**src/rtl/cpu_pkg.sv**
```systemverilog
// Shared definitions for the 8-bit pipelined CPU: next-PC select codes,
// the NOP encoding, opcode constants and the fetch FSM state type.
package cpu_pkg;

    localparam logic [1:0] PC_SEL_SEQ = 2'b00;
    localparam logic [1:0] PC_SEL_BR  = 2'b01;
    localparam logic [1:0] PC_SEL_LR  = 2'b11;

    localparam logic [7:0] NOP_INSN = 8'h00;

    localparam logic [3:0] OP_ADD     = 4'h1;
    localparam logic [3:0] OP_LOAD    = 4'hD;
    localparam logic [3:0] OP_LOADIMM = 4'hF;

    typedef enum logic [1:0] {
        BOOT  = 2'd0,
        RUN   = 2'd1,
        STALL = 2'd2
    } fetch_state_t;

    // Both redirect codes have bit 0 set; 2'b10 is reserved and falls through to sequential.
    function automatic logic is_redirect(input logic [1:0] sel);
        return (sel == PC_SEL_BR) || (sel == PC_SEL_LR);
    endfunction

endpackage

```
**src/rtl/next_pc_sel.sv**
```systemverilog
// Combinational PC+1 increment and 3-way next-PC target select.
module next_pc_sel
    import cpu_pkg::*;
#(
    parameter int ADDR_W = 8
) (
    input  logic [ADDR_W-1:0] pc,
    input  logic [1:0]        pc_sec,
    input  logic [ADDR_W-1:0] br_target,
    input  logic [ADDR_W-1:0] lr_target,
    output logic [ADDR_W-1:0] pc_plus1,
    output logic [ADDR_W-1:0] next_pc,
    output logic              redirect
);

    assign pc_plus1 = pc + ADDR_W'(1);
    assign redirect = is_redirect(pc_sec);

    always_comb begin
        next_pc = pc_plus1;
        case (pc_sec)
            PC_SEL_BR: next_pc = br_target;
            PC_SEL_LR: next_pc = lr_target;
            default:   next_pc = pc_plus1;
        endcase
    end

endmodule

```
**src/rtl/fetch_stage.sv**
```systemverilog
// Instruction-fetch stage: owns the PC, drives imem, fills the IF/ID register.
// Optional FETCH_STALL_CNT_EN adds the stall_cnt cycle counter output.
//
//   state | meaning
//   BOOT  | first cycle after reset, PC and IF/ID held, inputs ignored
//   RUN   | normal fetch, advance or redirect every cycle
//   STALL | pc_en low, PC and IF/ID held, stall_ctr counting
module fetch_stage
    import cpu_pkg::*;
#(
    parameter int                ADDR_W    = 8,
    parameter int                INSN_W    = 8,
    parameter logic [INSN_W-1:0] NOP_INSN  = INSN_W'(cpu_pkg::NOP_INSN),
    parameter int                MAX_STALL = 4
) (
    input  logic              clk,
    input  logic              rst,
    input  logic              pc_en,
    input  logic [1:0]        pc_sec,
    input  logic [ADDR_W-1:0] br_target,
    input  logic [ADDR_W-1:0] lr_target,
    output logic [ADDR_W-1:0] imem_addr,
    input  logic [INSN_W-1:0] imem_rdata,
    output logic [INSN_W-1:0] id_insn,
    output logic [ADDR_W-1:0] id_pc,
    output logic [ADDR_W-1:0] id_pc_plus1,
    output logic              id_valid,
    output logic              stall_err
`ifdef FETCH_STALL_CNT_EN
    ,
    output logic [15:0]       stall_cnt
`endif
);

    localparam int                CTR_W   = $clog2(MAX_STALL + 2);
    localparam logic [CTR_W-1:0] CTR_SAT = CTR_W'(MAX_STALL + 1);

    fetch_state_t      state;
    logic [ADDR_W-1:0] pc;
    logic [ADDR_W-1:0] pc_plus1;
    logic [ADDR_W-1:0] next_pc;
    logic              redirect;
    logic [CTR_W-1:0]  stall_ctr;
    logic [CTR_W-1:0]  ctr_inc;

    assign imem_addr = pc;
    assign ctr_inc   = (stall_ctr == CTR_SAT) ? stall_ctr : stall_ctr + CTR_W'(1);

    next_pc_sel #(.ADDR_W(ADDR_W)) u_next_pc_sel (
        .pc        (pc),
        .pc_sec    (pc_sec),
        .br_target (br_target),
        .lr_target (lr_target),
        .pc_plus1  (pc_plus1),
        .next_pc   (next_pc),
        .redirect  (redirect)
    );

    always_ff @(posedge clk) begin
        if (rst) begin
            state       <= BOOT;
            pc          <= '0;
            id_insn     <= NOP_INSN;
            id_pc       <= '0;
            id_pc_plus1 <= '0;
            id_valid    <= 1'b0;
            stall_err   <= 1'b0;
            stall_ctr   <= '0;
        end else begin
            case (state)
                BOOT: state <= RUN;
                RUN, STALL: begin
                    if (redirect) begin
                        // The slot fetched this cycle is wrong-path; replace it with a bubble.
                        pc        <= next_pc;
                        id_insn   <= NOP_INSN;
                        id_valid  <= 1'b0;
                        stall_ctr <= '0;
                        state     <= RUN;
                    end else if (!pc_en) begin
                        stall_ctr <= ctr_inc;
                        if (ctr_inc == CTR_SAT)
                            stall_err <= 1'b1;
                        state <= STALL;
                    end else begin
                        pc          <= pc_plus1;
                        id_insn     <= imem_rdata;
                        id_pc       <= pc;
                        id_pc_plus1 <= pc_plus1;
                        id_valid    <= 1'b1;
                        stall_ctr   <= '0;
                        state       <= RUN;
                    end
                end
                default: state <= BOOT;
            endcase
        end
    end

`ifdef FETCH_STALL_CNT_EN
    always_ff @(posedge clk) begin
        if (rst)
            stall_cnt <= '0;
        else if (state != BOOT && !redirect && !pc_en && stall_cnt != 16'hFFFF)
            stall_cnt <= stall_cnt + 16'd1;
    end
`endif

endmodule

```
**config.mk**
```make
export PLATFORM = sky130hd
export DESIGN_NAME = fetch_stage
export DESIGN_NICKNAME = d
export VERILOG_FILES = /design/src/rtl/cpu_pkg.sv /design/src/rtl/next_pc_sel.sv /design/src/rtl/fetch_stage.sv
export SDC_FILE = /design/constraint.sdc
export NUM_CORES = 1
export LEC_CHECK = 0
export ABC_AREA = 1
export CAP_MARGIN = 20
export CORE_MARGIN = 2
export CORE_UTILIZATION = 45
export DETAILED_ROUTE_END_ITERATION = 6
export HOLD_SLACK_MARGIN = 0.03
export PLACE_DENSITY = 0.79
export SLEW_MARGIN = 10
export SYNTH_ARGS = -nofsm -noshare
export SYNTH_HDL_FRONTEND = slang
export SYNTH_SLANG_ARGS = --single-unit
```
**constraint.sdc**
```tcl
create_clock -name clk -period 1.7 [get_ports clk]
set_input_delay 0.425 -clock clk [delete_from_list [all_inputs] [get_ports clk]]
set_output_delay 0.425 -clock clk [all_outputs]
set_load 0.02 [all_outputs]
```
======== Word level (Yosys, flattened, before mapping) ========
Cells that the tools add are included.
cells by class
  bitwise gates (word level) .............. 2
  eq/ne operators ......................... 6
  muxes and demuxes ....................... 13
  add/sub/neg operators ................... 2
  reduce and logical (&&, ||, !) cells .... 7
operator list
  operator                                                          number
  8-bit 2-to-1 mux                                                  4
  8-bit case mux with 2 select lines                                1
  3-bit 2-to-1 mux                                                  3
  8-bit by 1-bit adder with 8-bit output (second input constant)    1
  3-bit == test (second input constant)                             2
  2-bit by 1-bit == test with 1-bit output (second input constant)  2
  2-bit == test (second input constant)                             2
  2-bit 2-to-1 mux                                                  2
  2-bit case mux with 2 select lines                                1
  4-bit AND reduction                                               1
  3-bit by 1-bit adder with 3-bit output (second input constant)    1
  3-bit AND reduction                                               1
  2-bit logical NOT                                                 1
  1-bit 2-to-1 mux                                                  2
  1-bit NOT                                                         2
  2-bit AND reduction                                               1
  2-bit nonzero test                                                1
  2-bit OR reduction                                                1
  1-bit logical OR                                                  1
word-level totals
  output and inout port bits .............. 34
  bits of input ports ..................... 29
  word-level logic and storage cells ...... 38
  bits in registers ....................... 39

======== Logic depth before layout (Yosys ltp) ========
Gate-level depths: netlist of the first run.
  depth after elaboration ................. 4
  depth in mapped cells ................... 9
  depth with buffers taken out ............ 8

======== By module ========
From an unflattened synthesis of the first run, not the netlist that was laid out.
second synthesis, totals
  cell total of the unflattened synthesis .. 339
  area total of the unflattened synthesis .. 2124.5 um^2
modules (own cells, without submodules)
  module       cells each  area each (um^2)  sequential area each (um^2)  instances
  fetch_stage  260         1776.7            780.7                        1
  next_pc_sel  79          347.8             0.0                          1

======== Least setup slack after synthesis of the first run ========
No wires, ideal clock.
  path type ............................... flip-flop to flip-flop
  start point ............................. reg state[0]
  end point ............................... reg id_pc[1]
  setup slack ............................. 293 ps
  arrival time ............................ 1291 ps
  setup time .............................. 116 ps
  clock period less this slack ............ 1407 ps
  stages on the path, launching flop included .. 9
  path buffers ............................ 1
  cell sequence ........................... dfxtp_1 > inv_1 > ha_1 > inv_2 > nor2_8 > nand2_4 > buf_6 > o21ai_0 > nor2_1
between the ends
  cells in the longest elaborated chain, start to end .. 3
ends and longest elaborated chain
  item                                                                              line               RTL
  start, declared                                                                   fetch_stage.sv:38  fetch_state_t state;
  start signal, assigned                                                            fetch_stage.sv:61  state <= BOOT;
  start signal, assigned                                                            fetch_stage.sv:71  BOOT: state <= RUN;
  start signal, assigned                                                            fetch_stage.sv:79  state <= RUN;
  2-bit by 1-bit == test with 1-bit output / 2-bit == test (equally long branches)  fetch_stage.sv:70  case (state)
  2-bit OR reduction *                                                              fetch_stage.sv:70
  3-bit AND reduction (no source line) *                                            n/a
  end signal, assigned                                                              fetch_stage.sv:88  id_pc <= pc;
  end, declared                                                                     fetch_stage.sv:25  output logic [ADDR_W-1:0] id_pc,
Every way passes the cells marked *; elsewhere a longest branch is shown, timed or not.
A chain may end at the register's enable or synchronous reset.

======== Worst setup path after layout of the first run ========
  start point ............................. reg id_pc[0]
  end point ............................... out id_pc[0]
No word-level cell between the ends.

==> results of run 1 <==
-- through the flow --
step	cells	total power [mW]	instance area (sq um)
after floorplan	249	1.382	1854
after detailed placement	365	1.668	2584
final	373	2.328	2710
after global routing	373	2.437	2710
after CTS	373	2.344	2683
after global placement	365	1.658	2584
-- metal layers --
layer | vias to the layer above | wire length, um | GRT usage
met5 | - | 0 | 0
met4 | 0 | 70 | 0.08250
met3 | 7 | 295 | 0.04112
met2 | 72 | 2223 | 0.3313
met1 | 823 | 2018 | 0.2687
li1 | 957 | - | -
-- flip-flops by register name, summed over array words and instances, names as in the netlist --
| register | count |
|---|---|
| id_valid | 1 |
| stall_err | 1 |
| id_pc | 8 |
| state | 2 |
| imem_addr | 8 |
| id_insn | 8 |
| stall_ctr | 3 |
| id_pc_plus1 | 8 |
-- power groups by stage --
| stage | clock network (mW) | registers, mW | logic, mW |
|---|---|---|---|
| 2_1_floorplan | 0 | 1.13 | 0.256 |
| 3_3_place_gp | 0 | 1.05 | 0.611 |
| 3_5_place_dp | 0 | 1.05 | 0.619 |
| 4_1_cts | 0.700 | 1.03 | 0.616 |
| 5_1_grt | 0.736 | 1.03 | 0.666 |
| 6_report | 0.689 | 1.03 | 0.610 |
-- cells in the mapped netlist (all sizes together) --
master	instances	area, sq um
nand2	48	187.7
dfxtp	39	780.8
nand3	32	160.2
nor2	32	151.4
inv	24	90.08
o21ai	24	123.9
a21oi	18	101.4
buf	9	75.06
ha	5	62.56
a31oi	3	18.77
clkbuf	3	11.26
xor2	3	26.28
a22oi	2	15.01
nor3	2	15.01
and3	1	6.260
nor4	1	6.260
o21bai	1	7.510
or2	1	6.260
xnor2	1	8.760
-- how the worst max path moves through the flow --
stage | startpoint | to | slack, ns | depth (start not counted)
2_1_floorplan | state[0]$_SDFF_PP0_ | id_pc[1]$_SDFFE_PP0P_ | 0.29 | 8
6_report | id_pc[0]$_SDFFE_PP0P_ | id_pc[0] | 0.03 | 1
4_1_cts | id_pc_plus1[3]$_SDFFE_PP0P_ | id_pc_plus1[3] | 0.004 | 1
5_1_grt | id_insn[2]$_SDFFE_PP0P_ | id_insn[2] | 0.0007 | 1
3_3_place_gp | pc_sec[0] | id_pc[1]$_SDFFE_PP0P_ | -0.07 | 7
3_5_place_dp | pc_sec[0] | id_pc[1]$_SDFFE_PP0P_ | -0.13 | 7
-- worst min-delay path, stage by stage (launching register included) --
cell	delay, ns
dfxtp_1	0.31
nand2_1	0.06
nand2_1	0.04
-- kinds of logic (layout without fill, tap and decap cells) --
kind of cell,Yosys count,count (layout),share of synthesized area
AND/OR/NAND/NOR,117,117,0.2874
XOR/XNOR,4,4,0.01890
AO/OA/AOI/OAI,48,48,0.1437
buffers and inverters,36,110,0.09513
adder cells (fa/ha/maj),5,5,0.03374
flip-flops,39,39,0.4211
-- timing repair --
action / CTS / global route
gates resized for setup: 4 / 11
endpoints found under the setup margin: 4 / 11
pin swaps: 0 / 0
gates cloned: 0 / 0
hold buffers: 0 / 0
-- cell usage in the layout (no fill, tap or decap), types with 3 or more instances in the layout --
cell,count
clkbuf_8,7
nand2_1,47
clkdlybuf4s50_1,47
a21oi_2,3
buf_4,15
dfxtp_1,39
dlymetal6s2s_1,11
a21oi_1,15
inv_1,23
a31oi_1,3
o21ai_0,19
nand3_1,32
xor2_1,3
o21ai_1,4
nor2_1,29
dlygate4sd2_1,4
ha_1,5
-- final cells by class --
| cell class | count | area (sq um) |
|---|---|---|
| clock inverters | 1 | 7.507 |
| flip-flops and latches | 39 | 780.7 |
| repair buffers | 78 | 775.7 |
| inverters | 24 | 90.09 |
| well taps | 50 | 62.56 |
| multi-input cells | 174 | 897.1 |
| fillers | 354 | 1261 |
| clock buffers | 7 | 96.34 |
==> flow_metrics.env, run 1 <==
export IMPL_outcome="finished clean"
export IMPL_postRouteAntennaNets=0
export IMPL_maxcap_violations=0
export IMPL_synth_seq_area_share=0.4211
export IMPL_cp_data_arrival_time_ns=1.25
export IMPL_detail_route_drc_violations=0
export IMPL_post_synth_num_cell_types=29
export IMPL_crit_fanout=2
export IMPL_synthesis_area_per_instance_sq_um=7.447
export IMPL_power_per_cell_area_nw_per_um2=859.0
export IMPL_maximum_number_of_pins_on_one_net_before_global_route_repair=29
export IMPL_worst_r2r_cell_count=7
export IMPL_post_synthesis_sequential_element_count=39
export IMPL_vias_in_the_first_global_route=1582
export IMPL_postSynthNetCount=283
export IMPL_sw_frac_of_total=0.2986
export IMPL_timing_critical_path_slowest_cell_delay_ns=0.62
export IMPL_synth_cells=249
export IMPL_critPathTopFamily="buffers and inverters"
export IMPL_class_of_the_tightest_hold_or_removal_check="reg -> reg"
export IMPL_period_needed_ns=1.674
export IMPL_clock_sinks=39
export IMPL_clock_path_buffers=2
export IMPL_fp_row_count=23
export IMPL_fraction_of_layout_instances_using_a_drive_strength_above_1=0.1084
export IMPL_worstHoldPathCells=2
export IMPL_floorplan_initialDensity=0.4669
export IMPL_post_drt_via_cell_ratio=4.984
export IMPL_areaGrowthSynthToFinish_pct=46.15
export IMPL_worst_setup_margin_ns=0.02591
export IMPL_regToRegStartpoint="state[0]$_SDFF_PP0_"
export IMPL_end_kind="primary output"
export IMPL_floorplan_die_area_sq_um=4650
export IMPL_timing_worst_slew_pin_value_ns=0.2960
export IMPL_global_route_usage_total=0.2054
export IMPL_timing_hold_violations_final=0
export IMPL_tritoncts_num_buffers=5
export IMPL_antenna_diode_count=0
export IMPL_maximum_level_of_the_cts_h_tree=2
export IMPL_num_io_pins=63
export IMPL_worstSkewPairLatency_ns=0.29
export IMPL_timing_critical_path_slowest_stage_cell="clkdlybuf4s50_1"
export IMPL_grt_first_pass_wirelength_um=7017
export IMPL_drt_iter0_drc=129
export IMPL_setup_repair_after_global_routing_missed_its_margin="false"
export IMPL_final_setup_viol_count=0
export IMPL_timing_hold_ws_ns=0.4526
export IMPL_worstSetupPathType="reg -> out"
export IMPL_placement_setup_worst_slack_ns=-0.1328
export IMPL_leakagePower_nw=1.361
export IMPL_worst_hold_startpoint="id_insn[3]$_SDFFE_PP0P_"
export IMPL_irDropWorstVdd_mv=0.4204
export IMPL_gp_congestion=0.7876
export IMPL_final_hpwl_from_detailed_placement_um=3405
export IMPL_number_of_pins_with_negative_max_slew_slack_in_the_final_report=0
export IMPL_switch_pwr_mw=0.6952
export IMPL_ctsRootBufferMaster="clkbuf_8"
export IMPL_finClkSkew_ns=0.004660
export IMPL_worstSetupStartpointType="register"
export IMPL_cts_setup_buffers=0
export IMPL_cell_internal_pwr_mw=1.633
export IMPL_ff2ff_setup_slack_ns=0.15
export IMPL_route_vias_total=1859
export IMPL_dieHeight_um=68.19
export IMPL_grt_overflow=0
export IMPL_clock_power_share=0.296
export IMPL_drt_wirelength_per_cell_um=12.35
export IMPL_placement_io_buffers=62
export IMPL_final_stage_net_count=356
export IMPL_r2r_end="id_pc[1]$_SDFFE_PP0P_"
export IMPL_required_ns=1.27
export IMPL_maxClockFrequency_ghz=0.5973
export IMPL_seqPwrFrac=0.442
export IMPL_grt_antenna_before_repair=0
export IMPL_drt_wl_total_um=4608
export IMPL_crit_buf_inv=1
export IMPL_ys_warn_count=0
export IMPL_design_core_area_sq_um=3971
export IMPL_clk_transition_reported_paths_ns=0.08
export IMPL_combPwrFrac=0.262
export IMPL_finalCritPeriodShare=0.9848
export IMPL_cells_traversed_along_the_worst_timing_path="clkdlybuf4s50_1"
export IMPL_utilization=0.6824
export IMPL_floorplan_die_width_um=68.19
export IMPL_totalNegativeSetupSlack_ns=0
export IMPL_timing_hold_worst_endpoint="id_insn[3]$_SDFFE_PP0P_"
export IMPL_worst_slew_margin_rel=0.8009
export IMPL_synth_area_sq_um=1854
export IMPL_tritoncts_clock_tree="yes"
export IMPL_1st_pass_router_iterations=4
Note: power is estimated with default switching activity, not from simulation.
==> run 2: changes to the inputs <==
--- a/config.mk
+++ b/config.mk
@@ -9,10 +9,10 @@
 export CAP_MARGIN = 20
 export CORE_MARGIN = 2
 export CORE_UTILIZATION = 45
+export CTS_CLUSTER_SIZE = 28
 export DETAILED_ROUTE_END_ITERATION = 6
 export HOLD_SLACK_MARGIN = 0.03
 export PLACE_DENSITY = 0.79
-export SLEW_MARGIN = 10
 export SYNTH_ARGS = -nofsm -noshare
 export SYNTH_HDL_FRONTEND = slang
 export SYNTH_SLANG_ARGS = --single-unit
==> results of run 2 <==
The final DEF is identical to that of run 1; final timing and power are the same.
==> run 3: changes to the inputs <==
--- a/config.mk
+++ b/config.mk
@@ -9,7 +9,6 @@
 export CAP_MARGIN = 20
 export CORE_MARGIN = 2
 export CORE_UTILIZATION = 45
-export CTS_CLUSTER_SIZE = 28
 export DETAILED_ROUTE_END_ITERATION = 6
 export HOLD_SLACK_MARGIN = 0.03
 export PLACE_DENSITY = 0.79
==> results of run 3 <==
The final DEF is identical to that of run 1; final timing and power are the same.
